$ cat src/rtl/acq_sequencer.sv
// rtl/acq_sequencer.sv - pre/post-trigger capture sequencer writing two-channel samples into a circular BRAM
// Optional macro TRIGGER_HYSTERESIS_EN adds the TRIG_HYST port and a hysteresis-qualified trigger.
module acq_sequencer #(
  parameter int ADDR_W = 10,
  parameter int DATA_W = 16
) (
  input  logic                DCLK,
  input  logic                RESET,
  input  logic                SAMPLE_VALID,
  input  logic [DATA_W-1:0]   SAMPLE_CH0,
  input  logic [DATA_W-1:0]   SAMPLE_CH1,
  input  logic                ARM,
  input  logic                ABORT,
  input  logic                FORCE,
  input  logic                TRIG_SRC,
  input  logic                TRIG_SLOPE,
  input  logic [DATA_W-1:0]   TRIG_LEVEL,
  input  logic [ADDR_W-1:0]   PRE_COUNT,
  input  logic [ADDR_W-1:0]   POST_COUNT,
`ifdef TRIGGER_HYSTERESIS_EN
  input  logic [DATA_W-1:0]   TRIG_HYST,
`endif
  output logic                WR_EN,
  output logic [ADDR_W-1:0]   WR_ADDR,
  output logic [2*DATA_W-1:0] WR_DATA,
  output logic [ADDR_W-1:0]   TRIG_ADDR,
  output logic [ADDR_W-1:0]   START_ADDR,
  output logic                BUSY,
  output logic                DONE,
  output logic                CFG_ERR
);
  typedef enum logic [2:0] {S_IDLE, S_FILL, S_ARMED, S_POST, S_DONE} state_t;

  localparam logic [ADDR_W:0]   DEPTH = {1'b1, {ADDR_W{1'b0}}};
  localparam logic [ADDR_W-1:0] ONE   = {{(ADDR_W-1){1'b0}}, 1'b1};

  state_t              state, state_n;
  logic [ADDR_W-1:0]   wr_ptr, cnt, pre_q, post_q;
  logic                trig_src_q, trig_slope_q, force_pend;
  logic [DATA_W-1:0]   level_q, sel;
  logic [ADDR_W:0]     cfg_sum;
  logic                idle_or_done, arm_go, arm_rej, take, edge_hit, trig, last_pre, last_post;
`ifdef TRIGGER_HYSTERESIS_EN
  logic                hyst_flag;
  logic [DATA_W-1:0]   hyst_lo, hyst_hi;
  logic [DATA_W:0]     hi_sum;
`else
  logic                prev_valid;
  logic [DATA_W-1:0]   prev_sel;
`endif

  always_comb begin
    idle_or_done = (state == S_IDLE) || (state == S_DONE);
    cfg_sum      = {1'b0, PRE_COUNT} + {1'b0, POST_COUNT} + {{ADDR_W{1'b0}}, 1'b1};
    arm_go       = ARM && !ABORT && idle_or_done && (cfg_sum <= DEPTH);
    arm_rej      = ARM && !ABORT && idle_or_done && (cfg_sum > DEPTH);
    // samples arriving with ARM or ABORT are dropped so a new capture starts clean
    take         = SAMPLE_VALID && !ARM && !ABORT && !idle_or_done;
    sel          = trig_src_q ? SAMPLE_CH1 : SAMPLE_CH0;
`ifdef TRIGGER_HYSTERESIS_EN
    hyst_lo      = (level_q > TRIG_HYST) ? (level_q - TRIG_HYST) : '0;
    hi_sum       = {1'b0, level_q} + {1'b0, TRIG_HYST};
    hyst_hi      = hi_sum[DATA_W] ? '1 : hi_sum[DATA_W-1:0];
    edge_hit     = hyst_flag && (trig_slope_q ? (sel < level_q) : (sel >= level_q));
`else
    edge_hit     = prev_valid && (trig_slope_q ? ((prev_sel >= level_q) && (sel < level_q))
                                               : ((prev_sel < level_q) && (sel >= level_q)));
`endif
    trig         = take && (state == S_ARMED) && (edge_hit || force_pend);
    last_pre     = take && (state == S_FILL) && ((cnt + ONE) == pre_q);
    last_post    = take && (state == S_POST) && ((cnt + ONE) == post_q);

    state_n = state;
    if (ABORT) begin
      state_n = S_IDLE;
    end else begin
      case (state)
        S_IDLE, S_DONE: if (arm_go) state_n = (PRE_COUNT == '0) ? S_ARMED : S_FILL;
        S_FILL:         if (last_pre) state_n = S_ARMED;
        S_ARMED:        if (trig) state_n = (post_q == '0) ? S_DONE : S_POST;
        S_POST:         if (last_post) state_n = S_DONE;
        default:        state_n = S_IDLE;
      endcase
    end
  end

  always_ff @(posedge DCLK or posedge RESET) begin
    if (RESET) state <= S_IDLE;
    else       state <= state_n;
  end

  always_ff @(posedge DCLK or posedge RESET) begin
    if (RESET) begin
      WR_EN        <= 1'b0;
      WR_ADDR      <= '0;
      WR_DATA      <= '0;
      TRIG_ADDR    <= '0;
      START_ADDR   <= '0;
      CFG_ERR      <= 1'b0;
      wr_ptr       <= '0;
      cnt          <= '0;
      pre_q        <= '0;
      post_q       <= '0;
      trig_src_q   <= 1'b0;
      trig_slope_q <= 1'b0;
      level_q      <= '0;
      force_pend   <= 1'b0;
`ifdef TRIGGER_HYSTERESIS_EN
      hyst_flag    <= 1'b0;
`else
      prev_valid   <= 1'b0;
      prev_sel     <= '0;
`endif
    end else begin
      WR_EN <= take;
      if (take) begin
        WR_ADDR <= wr_ptr;
        WR_DATA <= {SAMPLE_CH1, SAMPLE_CH0};
        wr_ptr  <= wr_ptr + ONE;
`ifdef TRIGGER_HYSTERESIS_EN
        if (trig_slope_q ? (sel >= hyst_hi) : (sel < hyst_lo)) hyst_flag <= 1'b1;
`else
        prev_sel   <= sel;
        prev_valid <= 1'b1;
`endif
      end
      if (take && ((state == S_FILL) || (state == S_POST))) cnt <= cnt + ONE;
      if (arm_go) begin
        trig_src_q   <= TRIG_SRC;
        trig_slope_q <= TRIG_SLOPE;
        level_q      <= TRIG_LEVEL;
        pre_q        <= PRE_COUNT;
        post_q       <= POST_COUNT;
        cnt          <= '0;
        CFG_ERR      <= 1'b0;
`ifdef TRIGGER_HYSTERESIS_EN
        hyst_flag    <= 1'b0;
`else
        prev_valid   <= 1'b0;
`endif
      end else if (arm_rej) begin
        CFG_ERR <= 1'b1;
      end
      if (trig) begin
        cnt       <= '0;
        TRIG_ADDR <= wr_ptr;
        if (post_q == '0) START_ADDR <= wr_ptr - pre_q;
`ifdef TRIGGER_HYSTERESIS_EN
        hyst_flag <= 1'b0;
`endif
      end
      if (last_post) START_ADDR <= TRIG_ADDR - pre_q;
      if (FORCE && (state == S_ARMED)) force_pend <= 1'b1;
      if (ABORT || arm_go || trig) force_pend <= 1'b0;
    end
  end

  assign BUSY = !idle_or_done;
  assign DONE = (state == S_DONE);
endmodule
$ cat config.mk
export PLATFORM = sky130hd
export DESIGN_NAME = acq_sequencer
export DESIGN_NICKNAME = d
export VERILOG_FILES = /design/src/rtl/acq_sequencer.sv
export SDC_FILE = /design/constraint.sdc
export NUM_CORES = 1
export LEC_CHECK = 0
export CORE_MARGIN = 4
export CORE_UTILIZATION = 30
export CTS_CLUSTER_DIAMETER = 50
export DETAILED_ROUTE_END_ITERATION = 12
export PLACE_DENSITY = 0.61
export SLEW_MARGIN = 20
export SYNTH_ARGS = -nofsm -noshare
export SYNTH_HDL_FRONTEND = slang
export SYNTH_SLANG_ARGS = --single-unit
$ cat constraint.sdc
create_clock -name DCLK -period 5.1 [get_ports DCLK]
set_input_delay 1.02 -clock DCLK [delete_from_list [all_inputs] [get_ports DCLK]]
set_output_delay 1.02 -clock DCLK [all_outputs]
set_load 0.02 [all_outputs]
[Yosys cells after proc, flatten, opt, wreduce, memory -nomap -nowiden]
Index checks and enable logic that the tools add are counted.
Word-level totals
  input bits: 76
  logic and storage cells: 99
  flip-flop bits (word level): 143
Operators by class
  reductions and logical operators: 38
  magnitude comparators: 6
  multiplexer cells: 22
  equal/unequal tests: 10
  $add $sub $neg: 6
Operators by type and width (count)
  10-bit 2-to-1 mux: 6
  16-bit >= comparator: 2
  16-bit less-than comparator: 2
  10-bit by 1-bit adder with 10-bit output, second input constant: 2
  10-bit equality test: 2
  10-bit logical NOT: 2
  10-bit subtractor: 2
  1-bit logical AND: 18
  3-bit 2-to-1 mux: 6
  16-bit 2-to-1 mux: 1
  3-bit inequality test, second input constant: 4
  3-bit case mux with 4 select lines: 1
  10-bit by 10-bit adder with 11-bit output: 1
  11-bit by 1-bit adder with 11-bit output, second input constant: 1
  11-bit > comparator, second input constant: 1
  11-bit less-or-equal comparator, second input constant: 1
  2-bit nonzero test: 5
  1-bit 2-to-1 mux: 7
  3-bit by 2-bit equality test with 1-bit output, second input constant: 2
  1-bit logical OR: 5
  4-bit AND reduction: 1
  3-bit by 1-bit equality test with 1-bit output, second input constant: 1
  3-bit equality test, second input constant: 1
  1-bit logical NOT: 3
  other kinds (5): 5

[Longest topological paths before layout]
  depth after elaboration: 10
  depth in mapped cells: 18

[Worst setup path before layout]
Ideal clock, no wire load.
  kind: input-to-reg
  start point: in ARM
  end point: reg START_ADDR[9]
  path buffers: 1
  library setup time: 125 ps
  data required time: 4975 ps
  stages on the path: 16
  arrival: 4311 ps
  path slack: 664 ps
  cells stage by stage: nand4bb_1 -> nor4_1 -> o211ai_1 -> nor4b_1 -> o211a_1 -> buf_2 -> mux2_2 -> ha_1 -> or2_2 -> a21oi_1 -> a31oi_1 -> a31oi_1 -> nor3b_1 -> o21ai_0 -> nand4_1 -> mux2_2
On the way
  word-level cells in the longest chain between the ends: 8
  elaborated cells on any way between the ends: 12
Ends and longest elaborated chain
  from (decl): line 12  | input logic ARM,
  1-bit logical NOT (*): line 58  | take = SAMPLE_VALID && !ARM && !ABORT && !idle_or_done;
  1-bit logical AND (*) (3 in a row): line 58
  1-bit logical AND (on tied branches) (2 in a row): line 71, 69
  2-bit nonzero test (no line)
  2-bit AND reduction (no line)
  to (signal assigned): line 147  | if (post_q == '0) START_ADDR <= wr_ptr - pre_q;
  to (signal assigned): line 152  | if (last_post) START_ADDR <= TRIG_ADDR - pre_q;
  to (decl): line 27  | output logic [ADDR_W-1:0] START_ADDR,
Every way passes the cells marked *; elsewhere a longest branch is shown, timed or not.
A chain may end at the register's enable or synchronous reset.

[Final worst setup path]
Same ends and word-level chain as after synthesis.

==> flow_summary_export.csv <==
group,metric,value,unit
clocking,cts_tree,"built",
layout,finalNetCount,1013,
pwr,p_leak,4.65,nW
sta,rsz0062_at_grt,"no",
logic_synthesis,synth_cells,724,
grt,grt_overflow_total,0,
grt,grt_pass1_wl,32200,um
layout,layout-drive-gt1-share,19.2,%
clocking,cts_resized,0,
placed_design,routabilityCongestion,0.868,
layout,post-route-util,40.0,%
floorplan,coreArea,0.0261,mm2
pwr,ir_drop,0.000265,V
outcome,status,"complete, no violations",
routing,vias,5917,
grt,antenna_found_initial,0,
critical_path,rr_startpoint,"cnt[0]",
critical_path,crit_chain,"clkdlybuf4s50_1, nand4bb_1, nor4_1, o211ai_1, nor4b_1, o211a_1, mux2_2, ha_1, nor2b_1, o2111ai_1, a31oi_1, a31oi_1, nor3b_1, o21ai_0, nand4_1, mux2_2",
floorplan,initial_utilization,30.4,%
logic_synthesis,synth_edf_count,0,
critical_path,endpoint_kind,"flip-flop",
layout,area_growth,31.4,%
logic_synthesis,synth.avg_cell_area,11.0,um2
critical_path,r2r-end,"START_ADDR[9]",
logic_synthesis,synthMostInstantiatedCell,"dfrtp_1",
routing,via_per_inst,4.81,
routing,dr.pass1.iters,4,
critical_path,crit_type,"input port to flip-flop",
pwr,power,4.93,mW
clocking,path_clk_slew,0.06,ns
sta,finalHoldViolCount,0,
clocking,cts_buffers,17,
layout,insertedDiodeCount,0,
sta,tns,0,ns
pwr,power_density,473,mW/mm2
sta,finalClockSkew,0.0113,ns
logic_synthesis,yosysTopAreaCellShare,45.1,%
sta,layout_worst_path_cycle_share,91.6,%
routing,ant_nets,0,
floorplan,rows,59,
routing,wl_per_cell,16.1,um
clocking,clock_latency,0.42,ns
critical_path,required,5.40,ns
sta,period_needed,4.67,ns
logic_synthesis,synth_cell_types,68,
worst_hold_path,min_path_cells,1,
sta,fmaxAchievable,0.214,GHz
logic_synthesis,synth_fp_nets,854,
grt,grt_pass1_vias,6039,
critical_path,rr_worst_depth,16,
logic_synthesis,ys_seq_elements,143,
layout,final_area,0.0104,mm2
clocking,root_buffer,"clkbuf_16",
job,maxCapViolCount,0,
logic_synthesis,ys_warn_count,0,
critical_path,slowest_stage,"clkdlybuf4s50_1",
floorplan,die_area,0.0291,mm2
critical_path,cp_max_fo,7,
floorplan,die_h,171,um
sta,maxSlewHeadroom,37.1,%
logic_synthesis,ys_top_cells_by_count,"dfrtp_1 (143), mux2_2 (108), nand2_1 (82), ha_1 (53)",
placed_design,placed_area,0.00982,mm2
critical_path,crit_arrival,4.97,ns
floorplan,ioPinCount,142,
clocking,cts_buffer_depth,2,
placed_design,io_buffers,141,
grt,grt_start_max_net_pins,102,
critical_path,r2r_slack,0.71,ns
placed_design,detailed_place_hpwl,15000,um
worst_hold_path,holdCritStartpoint,"WR_DATA[22]",
grt,track_usage,13.8,%
clocking,post_cts_buffers,0,
sta,worst_pin_slew,0.944,ns
logic_synthesis,synthTopCellsByArea,"dfrtp_1 (45%), mux2_2 (15%), ha_1 (8.4%)",
worst_hold_path,hold_path.class,"flip-flop to flip-flop",
logic_synthesis,async_reset_ff_share,100,%
critical_path,slowest_delay,0.43,ns
logic_synthesis,synthFlopType,"dfrtp_1",
clocking,cts_hold_buf,0,
routing,drc_errors,0,
routing,first_iter_violations,341,
critical_path,worst_setup_path_start_kind,"input port",
worst_hold_path,hold-path-endpoint,"WR_DATA[22]",
clocking,htreeDepth,4,
floorplan,die_w,171,um
sta,slew_violations,0,
logic_synthesis,seq_area_frac_synth,45.1,%
clocking,cts_sinks,143,
logic_synthesis,netlist_area,0.00793,mm2
sta,finalSetupViolCount,0,
logic_synthesis,synth_top_area_cell,"dfrtp_1",
routing,wl,19800,um
## worst max path at each step
| stage | end | slack [ns] | cells past startpoint | from |
|---|---|---|---|---|
| finish | START_ADDR[9] | 0.43 | 16 | ARM |
| CTS | START_ADDR[9] | 0.46 | 17 | ARM |
| floorplan | CFG_ERR | 0.24 | 1 | RESET |
| global route | START_ADDR[8] | 0.11 | 18 | ARM |
| detailed placement | START_ADDR[9] | 0.03 | 17 | ARM |
| global placement | START_ADDR[9] | 0.06 | 17 | ARM |
## report_power, final
group	total, mW	internal [mW]	switching, mW
combinational	1.91	0.986	0.928
sequential	1.73	1.48	0.250
clock	1.29	0.812	0.481
## cell type report
class                      instances  area, um2
multi-input combinational        522       4100
fill                            2493      15600
sequential                       143       3580
inverter                          35        136
clock buffer                      19        433
timing repair buffer             164       1580
clock inverter                    11        168
tap                              335        419
## metal layers
metal	wire, um	vias up	global-route usage (%)
li1	-	2881	-
met3	1070	15	3.12
met1	9440	2870	19.3
met5	0	-	0
met4	193	0	3.37
met2	9130	151	21.8
## through the flow
| step | setup WS (ns) | hold slack [ns] | instances |
|---|---|---|---|
| final | 0.430 | 0.504 | 1229 |
| after global routing | 0.112 | 0.517 | 1229 |
| after CTS | 0.464 | 0.507 | 1229 |
| after detailed placement | 0.0279 | 0.484 | 1199 |
| after global placement | 0.0570 | 0.471 | 1199 |
| after floorplan | 0.242 | 0.462 | 724 |
## cell usage in the layout, fill, tap and decap left out, drive strengths merged, types with 3 or more instances in the layout
cell,n
a2111oi,4
a21o,5
a21oi,31
and2,4
and3,10
buf,23
bufinv,4
clkbuf,19
clkdlybuf4s50,141
clkinv,5
dfrtp,143
ha,53
inv,35
mux2,108
mux2i,8
nand2,82
nand2b,6
nand3,9
nand4,14
nor2,30
nor2b,6
nor3,8
nor3b,3
nor4,7
o211ai,4
o21a,6
o21ai,29
or2,3
or3,3
xnor2,35
xor2,16
## worst max-delay path: cells and delay by family
family	cells	cell delay, ns
fa+ha+maj	1	0.27
compound gates	6	1.39
mux	2	0.66
simple gates	6	1.19
buf+inv	1	0.43
## logic make-up after synthesis
family                     count (synthesis)  synth area share [%]
AOI/OAI and AO/OA                        101                  8.21
xor gates and xnor gates                  52                  5.92
adders and majority gates                 54                  8.62
buffers and inverters                     59                  3.25
DFF                                      143                  45.1
muxes                                    116                  16.3
and+or+nand+nor                          199                  12.5
## flip-flops by register name, indices dropped and copies added, names as in the netlist, 3 cells and up
name and count:
post_q 10, TRIG_ADDR 10, prev_sel 16, WR_DATA 32, state 3, level_q 16
wr_ptr 10, START_ADDR 10, pre_q 10, cnt 10, WR_ADDR 10
Note: power is estimated with default switching activity, not from simulation.
